**config.mk**
```make
export PLATFORM = sky130hd
export DESIGN_NAME = spi_cfg_controller
export DESIGN_NICKNAME = d
export VERILOG_FILES = /design/src/rtl/spi_cfg_controller.sv
export SDC_FILE = /design/constraint.sdc
export NUM_CORES = 1
export LEC_CHECK = 0
export CAP_MARGIN = 20
export CORE_AREA = 2 2 55 96
export DETAILED_ROUTE_END_ITERATION = 7
export DIE_AREA = 0 0 57 98
export PLACE_DENSITY = 0.86
export SYNTH_ARGS = -nofsm -noshare
export SYNTH_HDL_FRONTEND = slang
export SYNTH_SLANG_ARGS = --single-unit
```
**constraint.sdc**
```tcl
create_clock -name clk -period 2.9 [get_ports clk]
set_input_delay 0.58 -clock clk [delete_from_list [all_inputs] [get_ports clk]]
set_output_delay 0.58 -clock clk [all_outputs]
set_load 0.02 [all_outputs]
```
**src/rtl/spi_cfg_controller.sv**
```systemverilog
// SPI write-only host: turns register-write requests into 16-bit mode-0 frames {1, addr[6:0], data[7:0]}.
// Define REQ_FIFO_EN to put a FIFO_DEPTH-entry request FIFO in front of the frame engine.
module spi_cfg_controller #(
  parameter int CLK_DIV    = 4,
  parameter int CS_SETUP   = 2,
  parameter int CS_HOLD    = 2,
  parameter int CS_IDLE    = 2,
  parameter int FIFO_DEPTH = 4
) (
  input  logic       clk,
  input  logic       rst_n,
  input  logic       req_valid,
  output logic       req_ready,
  input  logic [6:0] req_addr,
  input  logic [7:0] req_data,
  output logic       busy,
  output logic       done,
  output logic       sclk,
  output logic       copi,
  output logic       cs_n
);

  localparam int CW = 16;

  typedef enum logic [2:0] {IDLE, SETUP, SHIFT, HOLD, GAP} state_t;

  state_t        state, state_d;
  logic [CW-1:0] cnt, cnt_d;
  logic [3:0]    bit_cnt, bit_cnt_d;
  logic [15:0]   shreg, shreg_d;
  logic          phase_hi, phase_hi_d;
  logic          sclk_d, copi_d, cs_n_d, done_d, busy_d, ready_d;
  logic          start, queued;
  logic [6:0]    start_addr;
  logic [7:0]    start_data;

  // The receiver double-syncs sclk, so each phase needs at least 3 clk cycles.
  if (CLK_DIV < 3) begin : g_div_chk
    always @(posedge clk) $error("spi_cfg_controller: CLK_DIV=%0d is below the minimum of 3", CLK_DIV);
  end

`ifdef REQ_FIFO_EN
  localparam int AW = (FIFO_DEPTH > 1) ? $clog2(FIFO_DEPTH) : 1;

  logic [14:0]   mem [FIFO_DEPTH];
  logic [AW-1:0] wr_ptr, rd_ptr;
  logic [AW:0]   level, level_d;
  logic          push;

  assign push                     = req_valid && req_ready;
  assign start                    = (state == IDLE) && (level != '0);
  assign {start_addr, start_data} = mem[rd_ptr];
  assign level_d                  = level + (AW+1)'(push) - (AW+1)'(start);
  assign ready_d                  = (level_d != (AW+1)'(FIFO_DEPTH));
  assign queued                   = (level_d != '0);

  always_ff @(posedge clk or negedge rst_n)
    if (!rst_n) begin
      wr_ptr <= '0;
      rd_ptr <= '0;
      level  <= '0;
    end else begin
      if (push)  wr_ptr <= wr_ptr + 1'b1;
      if (start) rd_ptr <= rd_ptr + 1'b1;
      level <= level_d;
    end

  always_ff @(posedge clk)
    if (push) mem[wr_ptr] <= {req_addr, req_data};
`else
  assign start      = (state == IDLE) && req_valid && req_ready;
  assign start_addr = req_addr;
  assign start_data = req_data;
  assign ready_d    = (state_d == IDLE);
  assign queued     = 1'b0;
`endif

  assign busy_d = (state_d != IDLE) || queued;

  always_comb begin
    state_d    = state;
    cnt_d      = cnt;
    bit_cnt_d  = bit_cnt;
    shreg_d    = shreg;
    phase_hi_d = phase_hi;
    sclk_d     = sclk;
    copi_d     = copi;
    cs_n_d     = cs_n;
    done_d     = 1'b0;
    case (state)
      IDLE: if (start) begin
        shreg_d   = {1'b1, start_addr, start_data};
        bit_cnt_d = 4'd15;
        copi_d    = 1'b1;
        cs_n_d    = 1'b0;
        sclk_d    = 1'b0;
        cnt_d     = CW'(CS_SETUP - 1);
        state_d   = SETUP;
      end
      SETUP: if (cnt == '0) begin
        phase_hi_d = 1'b0;
        cnt_d      = CW'(CLK_DIV - 1);
        state_d    = SHIFT;
      end else cnt_d = cnt - 1'b1;
      SHIFT: if (cnt != '0) cnt_d = cnt - 1'b1;
      else if (!phase_hi) begin
        sclk_d     = 1'b1;
        phase_hi_d = 1'b1;
        cnt_d      = CW'(CLK_DIV - 1);
      end else begin
        // Falling edge: next bit goes out on copi in the same cycle.
        sclk_d     = 1'b0;
        phase_hi_d = 1'b0;
        cnt_d      = CW'(CLK_DIV - 1);
        if (bit_cnt == '0) begin
          copi_d  = 1'b0;
          cnt_d   = CW'(CS_HOLD - 1);
          state_d = HOLD;
        end else begin
          shreg_d   = {shreg[14:0], 1'b0};
          copi_d    = shreg[14];
          bit_cnt_d = bit_cnt - 1'b1;
        end
      end
      HOLD: if (cnt == '0) begin
        cs_n_d  = 1'b1;
        done_d  = 1'b1;
        cnt_d   = CW'(CS_IDLE - 1);
        state_d = GAP;
      end else cnt_d = cnt - 1'b1;
      GAP: if (cnt == '0) state_d = IDLE;
      else cnt_d = cnt - 1'b1;
      default: state_d = IDLE;
    endcase
  end

  always_ff @(posedge clk or negedge rst_n)
    if (!rst_n) begin
      state     <= IDLE;
      cnt       <= '0;
      bit_cnt   <= '0;
      shreg     <= '0;
      phase_hi  <= 1'b0;
      sclk      <= 1'b0;
      copi      <= 1'b0;
      cs_n      <= 1'b1;
      done      <= 1'b0;
      busy      <= 1'b0;
      req_ready <= 1'b0;
    end else begin
      state     <= state_d;
      cnt       <= cnt_d;
      bit_cnt   <= bit_cnt_d;
      shreg     <= shreg_d;
      phase_hi  <= phase_hi_d;
      sclk      <= sclk_d;
      copi      <= copi_d;
      cs_n      <= cs_n_d;
      done      <= done_d;
      busy      <= busy_d;
      req_ready <= ready_d;
    end

endmodule
```
==> run metrics <==
period utilization 94.8%; WL per Instance 17.7 um; crit end category flop; final hold vios 0; placed insts 371; Sink Count 45; HP Class in -> async; count leader, synth dfrtp_1; DR vias 2,492; largest stage delay on the critical path 610 ps; PD cells 351 mW/mm2; floorplan row count 34; Post-DRT Antenna Nets 0; Final Slew Violations 0; Synth Area in Simple Gates 25.7%; fin crit period 2750 ps; first-pass GRT wire length 11.2 mm; Compound-Gate Fraction of Synth Area 22.5%; post-synthesis net count 318; # Max-Cap Violations 0; cts repair resizes 0; crit path buf inv count 2; Startpoint Class flop; Non-Filler Instances 380; Hold-fix buffers, CTS 0; Final Skew 8.96 ps; Crit path required time 3130 ps; post-synth top area share 42.3%; EDFF count, synth 0; final setup vio count 0; Synth Flop Type dfrtp_1; Internal Power 0.818 mW; number of global-route vias before repair 2,385; Net Sw Frac 23.3%; GRT Total Usage 25.1%; drt drc 0; post-DP HPWL 4.81 mm; area delta synth->final 16.9%; clock root buffer clkbuf_8; Die Ht 98 um; Routed WL 6.74 mm; Synth top cells by count dfrtp_1, nor2_1, a21oi_1; I/O pins 24; initial core utilization 53.7%; Mapped Avg Cell Area 8.76 um2; register area share after synthesis 43.3%; DP Worst Slack 184 ps; number of diodes 0; CTS Buffer Depth 2; initial antenna violation count 0; # port buffers 23; CP Class reg -> reg; Peak VDD IR 378 uV; Adder-Cell Fraction of Synth Area 1.44%; Worst-Skew Late Latency 300 ps; Post-Synth XOR/XNOR Area 1.01%; CTS tree done; Synth async-reset ratio 100%; Fmax 364 MHz; Die ar. 0.00559 mm2; Die Width 57 um; CP delay by family, top simple AND/OR/NAND/NOR gates; Routability Congestion 0.975; Arr. time, crit path 2980 ps; Yosys Warn Count 0; fill cell count 440; critical path depth 8; share of cells above drive strength 1 13.2%; Distinct cells, synth 52; sw power 0.248 mW; pin count of the biggest net entering global routing 46; grt ovf 0; status completed; Worst Reg-to-Reg Cells 8; crit path cell chain inv_1 -> ha_1 -> or4b_4 -> or4_4 -> o21ai_4 -> and2_1 -> buf_4 -> mux2i_1; H-tree Lvls 2; Critical Path Fanout Max 16; nets@finish 346; setup_tns 0 ps; post-synthesis mux area share 0.385%; Post-Syn Area 0.00260 mm2; Slew HR 46.1%; top cell type by total area after synthesis dfrtp_1; RSZ-0062 raised after global routing false; Sequential Power Share 58.8%; measured slew at the worst slew-check pin 802 ps; 1st-iter DRT viols 83; ranking of synthesized cells by area dfrtp_1, nor2_1, a21oi_1; setup slack after layout 152 ps; Via-to-Cell Ratio 6.56; Slowest-stage cell, CP or4_4; clock share of power 37.7%; Synth Instances 297; core box area 0.00485 mm2; clk slew on worst S/H paths 90 ps; CTS Buf Count 5; Leak 1.20 nW; Setup Fix Bufs, Post-CTS 0; largest family of logic cells by synthesized area simple AND/OR/NAND/NOR gates; number of detailed-route iterations in the first pass 4; power share of the combinational group 3.6%; synthesized flop and latch total 45
-- cell type report --
cell class | instances | area (um2) | area share, %
Clock buffer | 5 | 68.8 | 2.26
Clock inverter | 3 | 22.5 | 0.740
Inverter | 7 | 26.3 | 0.864
Multi-Input combinational cell | 222 | 1330 | 43.9
Sequential cell | 45 | 1130 | 37.1
Tap cell | 54 | 67.6 | 2.22
Timing Repair Buffer | 44 | 395 | 13.0
-- registers in the layout, indices dropped and copies added, names as in the netlist --
| signal | count |
|---|---|
| req_ready | 1 |
| copi | 1 |
| cnt | 16 |
| busy | 1 |
| shreg | 15 |
| bit_cnt | 4 |
| sclk | 1 |
| state | 3 |
| phase_hi | 1 |
| cs_n | 1 |
| done | 1 |
-- logic make-up (layout without fill, tap and decap cells) --
group / after synthesis / in the layout
AO/OA/AOI/OAI: 86 / 86
flip-flops: 45 / 45
adder cells (fa/ha/maj): 3 / 3
multiplexers: 1 / 1
buffers and inverters: 30 / 59
AND/OR/NAND/NOR: 129 / 129
XOR/XNOR: 3 / 3
-- layer usage --
metal	vias up	GRT usage, %	share of wire [%]
met5	-	0	0
met4	0	14.1	3.7
met1	1225	29.2	40
li1	1162	-	-
met2	78	43.1	53
met3	27	3.58	3.7
-- layout by cell type, fill, tap and decap left out, types with 4 or more instances in the layout --
| cell | netlist | routed |
|---|---|---|
| nand2_1 | 23 | 23 |
| o311ai_0 | 6 | 6 |
| inv_1 | 7 | 7 |
| clkbuf_8 | 0 | 5 |
| dfrtp_1 | 44 | 44 |
| nand4_1 | 6 | 6 |
| buf_4 | 1 | 20 |
| a21oi_1 | 26 | 26 |
| nor4_1 | 7 | 6 |
| a211oi_1 | 16 | 16 |
| nand3_1 | 11 | 11 |
| nor3_1 | 10 | 10 |
| clkdlybuf4s50_1 | 0 | 22 |
| nor2_1 | 42 | 42 |
| or4_1 | 4 | 4 |
| o21ai_0 | 11 | 11 |
-- worst reg2reg max path: cells and delay by family, from the launching register on --
kind / cells / cell delay (ps)
buf+inv: 2 / 320
mux: 1 / 220
simple gates: 3 / 1250
compound gates: 1 / 300
fa+ha+maj: 1 / 130
flops: 1 / 440
-- metrics by stage --
step | util [%] | power (mW) | area (um2) | hold WS, ps
floorplan | - | 0.640 | 2600 | 284
global placement | 60.4 | 0.674 | 2930 | 486
detailed placement | 60.4 | 0.675 | 2930 | 499
CTS | 62.3 | 1.07 | 3020 | 475
global route | 62.7 | 1.10 | 3040 | 76.3
finish | 62.7 | 1.07 | 3040 | 79.2
-- power groups by stage --
stage	clock network (mW)	logic, mW	registers (mW)
after CTS	0.408	0.0356	0.627
after global routing	0.428	0.0425	0.627
final	0.402	0.0379	0.627
after detailed placement	0	0.0355	0.639
after floorplan	0	0.000151	0.640
after global placement	0	0.0349	0.639
-- worst paths after layout --
check / start / end / slack [ps]
min reg2reg: shreg[0] / shreg[0] / 520
min: rst_n / done / 80
max in group asynchronous: rst_n / cnt[4] / 2380
min in group clk: shreg[0] / shreg[0] / 520
max reg2reg: cnt[1] / bit_cnt[0] / 150
max: cnt[1] / bit_cnt[0] / 150
(Power assumes the default switching activity.)
